`config.mk`:
```
export PLATFORM = sky130hd
export DESIGN_NAME = mem_stage_sram_ctrl
export DESIGN_NICKNAME = d
export VERILOG_FILES = /design/src/rtl/mem_stage_sram_ctrl.sv
export SDC_FILE = /design/constraint.sdc
export NUM_CORES = 1
export LEC_CHECK = 0
export BUFFER_PORTS_ARGS = -buffer_cell sky130_fd_sc_hd__buf_2
export CORE_MARGIN = 2
export CORE_UTILIZATION = 48
export DETAILED_ROUTE_END_ITERATION = 10
export PLACE_DENSITY_LB_ADDON = 0.05
export SLEW_MARGIN = 10
export SYNTH_ARGS = -nofsm -noshare
export SYNTH_HDL_FRONTEND = slang
export SYNTH_SLANG_ARGS = --single-unit
```
`constraint.sdc`:
```
create_clock -name clk -period 14.15 [get_ports clk]
set_input_delay 1.415 -clock clk [delete_from_list [all_inputs] [get_ports clk]]
set_output_delay 1.415 -clock clk [all_outputs]
set_load 0.05 [all_outputs]
```
`src/rtl/mem_stage_sram_ctrl.sv`:
```
// mem_stage_sram_ctrl: ARM MEM stage running wait-stated async SRAM accesses and owning the MEM/WB register.
// Optional feature: define WRITE_POST_EN to let stores complete in the background without freezing the pipeline.
module mem_stage_sram_ctrl #(
  parameter int ADDR_BASE   = 1024,
  parameter int WAIT_CYCLES = 5,
  parameter int SRAM_AW     = 17
) (
  input  logic               clk,
  input  logic               rst,
  input  logic               wb_en_in,
  input  logic               mem_read_in,
  input  logic               mem_write_in,
  input  logic [31:0]        alu_result_in,
  input  logic [31:0]        val_rm_in,
  input  logic [3:0]         dest_in,
  output logic               freeze,
  output logic               wb_en,
  output logic               mem_read,
  output logic [31:0]        alu_result,
  output logic [31:0]        mem_data,
  output logic [3:0]         dest,
  output logic [SRAM_AW-1:0] sram_addr,
  output logic [31:0]        sram_wdata,
  input  logic [31:0]        sram_rdata,
  output logic               sram_we_n,
  output logic               sram_oe_n
);
`ifdef WRITE_POST_EN
  localparam bit POST = 1'b1;
`else
  localparam bit POST = 1'b0;
`endif
  typedef enum logic [1:0] {IDLE, ACCESS, DONE} state_t;
  state_t state, state_nx;
  logic [3:0] cnt;
  logic is_wr, req, post_st, posted;
  logic [31:0] rdata_q;
  assign req = mem_read_in | mem_write_in;
  assign post_st = POST & mem_write_in & ~mem_read_in;
  assign posted = POST & is_wr;
  // A posted store only stalls later memory ops; reset forces freeze low immediately.
  always_comb begin
    state_nx = state == IDLE ? (req ? ACCESS : IDLE)
             : state == ACCESS ? (cnt != 4'd0 ? ACCESS : posted ? IDLE : DONE)
             : IDLE;
    freeze = ~rst & (state == IDLE ? req & ~post_st : state == ACCESS ? (posted ? req : 1'b1) : 1'b0);
  end
  always_ff @(posedge clk or posedge rst)
    if (rst) begin
      state      <= IDLE;
      cnt        <= '0;
      is_wr      <= 1'b0;
      rdata_q    <= '0;
      sram_addr  <= '0;
      sram_wdata <= '0;
      sram_we_n  <= 1'b1;
      sram_oe_n  <= 1'b1;
    end else begin
      state <= state_nx;
      if (state == IDLE && req) begin
        cnt        <= 4'(WAIT_CYCLES - 1);
        is_wr      <= ~mem_read_in;
        sram_addr  <= SRAM_AW'((alu_result_in - 32'(ADDR_BASE)) >> 2);
        sram_wdata <= val_rm_in;
        sram_oe_n  <= ~mem_read_in;
        sram_we_n  <= mem_read_in;
      end else if (state == ACCESS) begin
        cnt <= cnt != 4'd0 ? cnt - 4'd1 : cnt;
        if (cnt == 4'd0) begin
          rdata_q   <= is_wr ? rdata_q : sram_rdata;
          sram_we_n <= 1'b1;
          sram_oe_n <= 1'b1;
        end
      end
    end
  always_ff @(posedge clk or posedge rst)
    if (rst) begin
      wb_en      <= 1'b0;
      mem_read   <= 1'b0;
      alu_result <= '0;
      mem_data   <= '0;
      dest       <= '0;
    end else if (freeze) begin
      wb_en    <= 1'b0;
      mem_read <= 1'b0;
    end else begin
      wb_en      <= wb_en_in;
      mem_read   <= mem_read_in;
      alu_result <= alu_result_in;
      dest       <= dest_in;
      mem_data   <= state == DONE ? rdata_q : mem_data;
    end
endmodule

```
======== Yosys cells after proc, flatten, opt, wreduce, memory -nomap -nowiden ========
Index checks and enable logic that the tools add are counted.
storage, ports and cells
  word-level logic and storage cells ...... 50
  register bits ........................... 160
  bits of input ports ..................... 105
cells by class
  bitwise operators ....................... 7
  equality and inequality tests ........... 2
  $add $sub $neg .......................... 2
  multiplexer cells ....................... 15
  reduce and logical (&&, ||, !) cells .... 11
operator list
  kind                      number
  $sub A19 B11 Y19 const B  1
  $mux W4                   3
  $mux W1                   9
  $mux W2                   3
  $reduce_and A2 Y1         3
  $reduce_bool A2 Y1        3
  $not A1 Y1                5
  $logic_not A4 Y1          1
  $reduce_and A4 Y1         1
  $reduce_bool A4 Y1        1
  $sub A4 B1 Y4 const B     1
  $eq A2 B1 Y1 const B      1
  $eq A2 B2 Y1 const B      1
  $logic_not A2 Y1          1
  $and A1 B1 Y1             1
  $logic_and A1 B1 Y1       1
  $or A1 B1 Y1              1

======== Depth between registers and ports, before layout ========
Gate-level depths: netlist of run 1.
  depth in word-level cells ............... 6
  depth in mapped cells ................... 7
  mapped depth without buffers ............ 5

======== Least setup slack after synthesis of run 1 ========
Ideal clock, no wire load.
  path type ............................... input-to-output
  start ................................... in mem_write_in
  end ..................................... out freeze
  cell stages on the path ................. 5
  slack ................................... 10.266 ns
  data arrival time ....................... 2.469 ns
  required time ........................... 12.735 ns
  cell sequence ........................... nor3_1 > or3_1 > buf_2 > buf_2 > inv_1
on the way
  cells in the longest elaborated chain, start to end .. 3
ends and longest elaborated chain
  what             RTL line  source
  start, declared  12        input logic mem_write_in,
  $or A1 B1 Y1     38        assign req = mem_read_in | mem_write_in;
  $mux W1          46        freeze = ~rst & (state == IDLE ? req & ~post_st : state == ACCESS ? (posted ? req : 1'b1) : 1'b0);
  $and A1 B1 Y1    46
  end, declared    16        output logic freeze,
No other way between the ends.

======== Final worst setup path of run 1 ========
  start ................................... in mem_read_in
  end ..................................... out freeze
on the way
  cells in the longest elaborated chain, start to end .. 3
ends and longest elaborated chain
  what             RTL line  source
  start, declared  11        input logic mem_read_in,
  $or A1 B1 Y1     38
  $mux W1          46
  $and A1 B1 Y1    46
No other way between the ends.

==> results of run 1 <==
synth_stat cells, drive strengths merged (3+ instances only):
library cell  number
dfrtp            158
mux2             140
buf               17
o21ai             17
a21oi              8
inv                8
nor2               6
or3                6
a31oi              4
nand2              3
or4                3
xnor2              3
power by group through the flow:
| stage | logic, W | clock network (W) | registers (W) |
|---|---|---|---|
| after floorplan | 0.000289 | 0 | 0.00127 |
| after global placement | 0.00103 | 0 | 0.000755 |
| after detailed placement | 0.00104 | 0 | 0.000768 |
| after CTS | 0.00104 | 0.000442 | 0.000763 |
| after global routing | 0.00108 | 0.000464 | 0.000788 |
| final | 0.00103 | 0.000433 | 0.000760 |
state kept, by name, summed over array words and instances (netlist names):
name / flops
mem_read: 1
sram_addr: 17
cnt: 4
rdata_q: 32
sram_oe_n: 1
is_wr: 1
wb_en: 1
state: 2
dest: 4
sram_we_n: 1
alu_result: 32
sram_wdata: 32
mem_data: 32
worst paths after layout:
check,from,to,slack [ns],depth (start not counted)
setup / recovery,mem_read_in,freeze,10.44,5
hold reg to reg,rdata_q[24]$_DFFE_PP0P_,rdata_q[24]$_DFFE_PP0P_,0.49,1
setup reg to reg,cnt[1]$_DFFE_PP0P_,rdata_q[26]$_DFFE_PP0P_,11.35,6
max in group asynchronous,rst,mem_data[15]$_DFFE_PP0P_,11.66,3
min in group asynchronous,rst,state[0]$_DFF_PP0_,1.19,2
hold / removal,rdata_q[24]$_DFFE_PP0P_,rdata_q[24]$_DFFE_PP0P_,0.49,1
stage by stage:
step                      hold slack, ns  total power (W)  worst slack (ns)  std cells  utilization [%]
after CTS                          0.498          0.00225             10.45        814             63.7
after global placement             0.465          0.00178             10.47        784             59.2
after floorplan                    0.454          0.00156              8.42        400                -
final                              0.493          0.00222             10.44        814             63.7
after global routing               0.510          0.00233             10.38        814             63.7
after detailed placement           0.485          0.00181             10.46        784             59.2
layer usage:
metal,share of wire [%],wire length [um],vias up
met1,40,5190,2010
li1,-,-,1881
met4,2.5,322,0
met5,0,0,-
met3,8.1,1070,24
met2,50,6510,142
cell type report:
type                       count  area [sq um]  area share, %
multi-input combinational    214          2060           25.6
clock buffer                  24           512           6.36
timing repair buffer         230          1160           14.4
inverter                       8          35.0          0.436
clock inverter                 6          55.1          0.685
sequential                   160          4010           49.8
tap                          172           215           2.68
cells by family (layout without fill, tap and decap cells):
| logic type | count (synthesis) | after routing | share of synthesized area [%] |
|---|---|---|---|
| mux | 142 | 142 | 25.8 |
| compound gates | 34 | 34 | 3.07 |
| simple gates | 33 | 33 | 3.39 |
| flops | 160 | 160 | 64.6 |
| xor+xnor | 3 | 3 | 0.424 |
| fa+ha+maj | 2 | 2 | 0.404 |
| buf+inv | 26 | 268 | 2.34 |
==> out/metrics.csv, run 1 <==
stage,metric,value,unit
outcome,status,"finished, final reports clean",
layout,ratio of cells with drive above 1 in the final layout,63.2,%
route,DR pass1 iterations,4,
floorplan,Die X,118,um
sta,max-slew violations,0,
critical_path,crit path max-delay cell type,or3_1,
critical_path,Worst setup SP type,input pin,
critical_path,crit-path leading delay family,buffers and inverters,
sta,Worst Skew,0.00684,ns
placement,placed standard-cell area,7470,sq um
power,Int Pwr,0.00123,W
layout,# fillers,1022,
route,Detail Route Antenna Nets,0,
floorplan,Initial Utilization,49.1,%
synthesis,"Seq/Total Area, Yosys",64.6,%
critical_path,crit-path cells,"buf_2, nor3_1, or3_1, inv_1, buf_2",
sta,endpoints failing setup,0,
global_route,initial antenna violation count,0,
global_route,largest net degree at the start of global routing,101,
power,Power Density,277,nW/um^2
sta,final period utilization,26.2,%
synthesis,"EDFF count, synth",0,
power,Net Sw Frac,44.7,%
critical_path,Max stage delay on crit path,0.35,ns
layout,n_diodes,0,
synthesis,Yosys top cell area share,63.8,%
route,DRT iter0 DRCs,160,
critical_path,CP arrival,2.29,ns
route,via count,4057,
flow_run,number of max-cap violations,0,
synthesis,top post-synthesis cells by area,"dfrtp_1 (64%), mux2_2 (25%), o21ai_0 (1.4%)",
route,DR vias/cell,4.98,
route,final WL,13.1,mm
critical_path,Worst Setup End Kind,output pin,
floorplan,cell row count,41,
route,residual DRC count,0,
synthesis,dominant cell type by area after synthesis,dfrtp_1,
layout,design area,8040,sq um
synthesis,post-synthesis cell type count,35,
placement,hpwl dp,9.36,mm
power,Comb pwr share,46.4,%
global_route,GRT met2 Usage,32.4,%
synthesis,asr flop ratio synth,100,%
global_route,global-route wire length before repair,21.7,mm
clock_tree,hold buffers post-CTS,0,
global_route,met3 usage,7.66,%
floorplan,num ports,227,
synthesis,YS warnings,0,
power,NetSw,0.000994,W
global_route,vias in the first global route,4303,
clock_tree,clock tree buffer depth,2,
synthesis,syn_area_per_cell,15.5,sq um
power,leak pwr,3.98,nW
sta,Tmin final,3.71,ns
clock_tree,H-tree depth,4,
sta,"Hold Vio Cnt, Final",0,
power,sequential power share,34.2,%
synthesis,Synth Flop Type,dfrtp_1,
synthesis,Post-Syn Area,6200,sq um
critical_path,worst-path fanout max,5,
critical_path,crit-path most repeated cell,buf_2,
clock_tree,total CTS buffers,17,
floorplan,die area,13800,sq um
critical_path,CP Class,input pin to output pin,
placement,number of I/O port buffers,226,
power,clock power share,19.5,%
synthesis,Synthesized Nets,507,
power,Peak VDD IR,146,uV
critical_path,CP required,12.73,ns
worst_hold_path,min-delay worst type,register to register,
clock_tree,worst skew pair latency,0.42,ns
sta,RSZ-0062 raised after global routing,no,
sta,Worst Max-Slew Pin Slew,1.08,ns
layout,"commonest non-fill, non-tap cell in the layout",buf_2,
global_route,GRT Total Usage,20.1,%
sta,f_max,0.270,GHz
clock_tree,CTS tree,built,
layout,"commonest non-fill, non-tap cells in the layout","buf_2 (226), dfrtp_1 (158), mux2_2 (139)",
global_route,gr busiest metal,met2,
clock_tree,clock sink count,160,
route,routed length per instance,16.1,um
sta,Fin Setup TNS,0,ns
placement,GPL Wtd Cong,0.796,
clock_tree,post-CTS setup buffers,0,
synthesis,"FF+latch count, synth",160,
layout,Syn-to-layout area delta,29.7,%
clock_tree,Root Driver,clkbuf_16,
clock_tree,post-cts sizing count,0,
layout,fin nets,738,
critical_path,critical path buffer and inverter count,3,
global_route,grt ovf,0,
floorplan,die height,118,um
synthesis,Post-Syn Instances,400,
clock_tree,clock slew at reported path FFs,0.06,ns
floorplan,core area,12600,sq um
global_route,met1 GRT Util,24.0,%
sta,Max-slew headroom,27.7,%
Power figures use the tool's default switching activity.
==> run 2: changes to the inputs <==
--- a/config.mk
+++ b/config.mk
@@ -7,7 +7,7 @@
 export LEC_CHECK = 0
 export BUFFER_PORTS_ARGS = -buffer_cell sky130_fd_sc_hd__buf_2
 export CORE_MARGIN = 2
-export CORE_UTILIZATION = 48
+export CORE_UTILIZATION = 44
 export DETAILED_ROUTE_END_ITERATION = 10
 export PLACE_DENSITY_LB_ADDON = 0.05
 export SLEW_MARGIN = 10
==> constraint.sdc (replaced) <==
create_clock -name clk -period 3.4 [get_ports clk]
set_input_delay 0.34 -clock clk [delete_from_list [all_inputs] [get_ports clk]]
set_output_delay 0.34 -clock clk [all_outputs]
set_load 0.05 [all_outputs]
==> out/metrics.csv, run 2 (same netlist as run 1, synthesis figures left out) <==
stage,metric,value,unit
outcome,status,"finished, final reports clean",
route,Detail Route Antenna Nets,0,
sta,Tmin final,2.65,ns
critical_path,path depth of the worst reg2reg path,6,
placement,hpwl dp,9.57,mm
route,via count,4090,
flow_run,number of max-cap violations,0,
route,routed length per instance,16.5,um
power,leak pwr,3.97,nW
sta,RSZ-0062 raised after global routing,no,
placement,GPL Wtd Cong,0.795,
floorplan,core area,13800,sq um
critical_path,WP depth,5,
critical_path,end of the critical path,freeze,
sta,Fin Setup TNS,0,ns
clock_tree,clock tree buffer depth,2,
floorplan,die area,15100,sq um
global_route,vias in the first global route,4228,
route,DRT iter0 DRCs,217,
route,final WL,13.7,mm
critical_path,crit-path leading delay family,buffers and inverters,
layout,"commonest non-fill, non-tap cell in the layout",buf_2,
layout,# fillers,1126,
sta,hold slack final,0.124,ns
floorplan,die height,123,um
critical_path,crit-path most repeated cell,buf_2,
route,DR pass1 iterations,4,
clock_tree,CTS tree,built,
critical_path,Max stage delay on crit path,0.85,ns
sta,endpoints failing setup,0,
power,Peak VDD IR,551,uV
global_route,initial antenna violation count,2,
critical_path,CP arrival,2.31,ns
power,NetSw,0.00420,W
sta,Worst Skew,0.00848,ns
power,Comb pwr share,46.1,%
sta,"Hold Vio Cnt, Final",0,
critical_path,crit-path cells,"dlygate4sd3_1, buf_2, or3_2, inv_1, buf_2",
clock_tree,H-tree depth,4,
critical_path,Worst Setup End Kind,output pin,
layout,Syn-to-layout area delta,30.6,%
global_route,global-route wire length before repair,21.6,mm
sta,Worst Max-Slew Pin Slew,0.938,ns
clock_tree,total CTS buffers,17,
sta,Max-slew headroom,37.3,%
clock_tree,clock sink count,160,
critical_path,reg-to-reg critical path endpoint,rdata_q[27]$_DFFE_PP0P_,
layout,ratio of cells with drive above 1 in the final layout,63.5,%
layout,fin nets,741,
critical_path,Worst setup SP type,input pin,
placement,Post-Place Cells,794,
floorplan,num ports,227,
floorplan,cell row count,43,
placement,number of I/O port buffers,226,
global_route,grt ovf,0,
placement,dpl ws,1.15,ns
floorplan,Initial Utilization,44.8,%
critical_path,worst-path fanout max,39,
layout,Seq. cell area,4010,sq um
critical_path,CP required,3.06,ns
critical_path,crit path max-delay cell type,or3_2,
sta,f_max,0.377,GHz
clock_tree,worst skew pair latency,0.42,ns
sta,final period utilization,78.0,%
critical_path,CP startpoint,rst,
clock_tree,clock slew at reported path FFs,0.06,ns
global_route,largest net degree at the start of global routing,67,
layout,fin cells,828,
power,Pwr Total,0.00929,W
layout,"commonest non-fill, non-tap cells in the layout","buf_2 (226), dfrtp_1 (158), mux2_2 (139)",
power,sequential power share,34.0,%
critical_path,r2r startpoint,cnt[0]$_DFFE_PP0P_,
global_route,GRT Total Usage,19.0,%
route,DR vias/cell,4.94,
layout,multi-input logic area,2060,sq um
critical_path,CP Class,input pin to output pin,
floorplan,Die X,123,um
sta,setup ws final,0.749,ns
power,Int Pwr,0.00509,W
critical_path,FF-to-FF setup slack,1.15,ns
sta,max-slew violations,0,
route,residual DRC count,0,
power,Power Density,1150,nW/um^2
clock_tree,post-cts sizing count,0,
worst_hold_path,min-delay worst type,input pin to register,
clock_tree,hold buffers post-CTS,1,
critical_path,critical path buffer and inverter count,4,
clock_tree,post-CTS setup buffers,0,
power,Net Sw Frac,45.2,%
power,clock power share,19.8,%
clock_tree,Root Driver,clkbuf_16,
-- run 2: per-stage QoR --
step,util (%),cell area [sq um]
floorplan,-,6200
global placement,54.3,7510
detailed placement,54.3,7510
CTS,58.5,8090
global route,58.5,8090
finish,58.6,8100
-- run 2: layer usage --
layer,global-route usage [%],share of wire [%]
met1,22.9,41
met2,29.9,48
met3,8.27,8.7
met4,7.61,1.8
met5,0,0.095
-- run 2: power by group through the flow --
stage,sequential [W],combinational [W],clock (W)
floorplan,0.00528,0.00120,0
global placement,0.00315,0.00427,0
detailed placement,0.00319,0.00433,0
CTS,0.00317,0.00433,0.00189
global route,0.00328,0.00452,0.00198
finish,0.00316,0.00429,0.00184
-- run 2: worst min-delay path by stage --
stage | from | endpoint | slack (ns) | cells past startpoint
global route | wb_en_in | wb_en$_DFF_PP0_ | 0.10 | 2
global placement | rst | alu_result[18]$_DFFE_PP0N_ | 0.37 | 2
finish | wb_en_in | wb_en$_DFF_PP0_ | 0.12 | 2
CTS | wb_en_in | wb_en$_DFF_PP0_ | 0.1 | 2
detailed placement | rst | alu_result[18]$_DFFE_PP0N_ | 0.37 | 2
floorplan | alu_result_in[10] | sram_addr[8]$_DFFE_PP0P_ | 0.45 | 1
-- run 2: worst reg2reg max path, stage by stage, from the launching register on --
cell and delay [ns]:
dfrtp_1 0.38, inv_1 0.08, ha_1 0.17, or3b_1 0.48
nor4_4 0.17, buf_4 0.44, mux2_2 0.42
-- run 2: final cells by class --
| cell class | instances | share of cell area (%) |
|---|---|---|
| multi-input combinational | 214 | 25.4 |
| tap | 180 | 2.78 |
| antenna | 1 | 0.0309 |
| sequential | 160 | 49.5 |
| clock buffer | 18 | 5.30 |
| clock inverter | 14 | 1.78 |
| timing repair buffer | 233 | 14.8 |
| inverter | 8 | 0.417 |
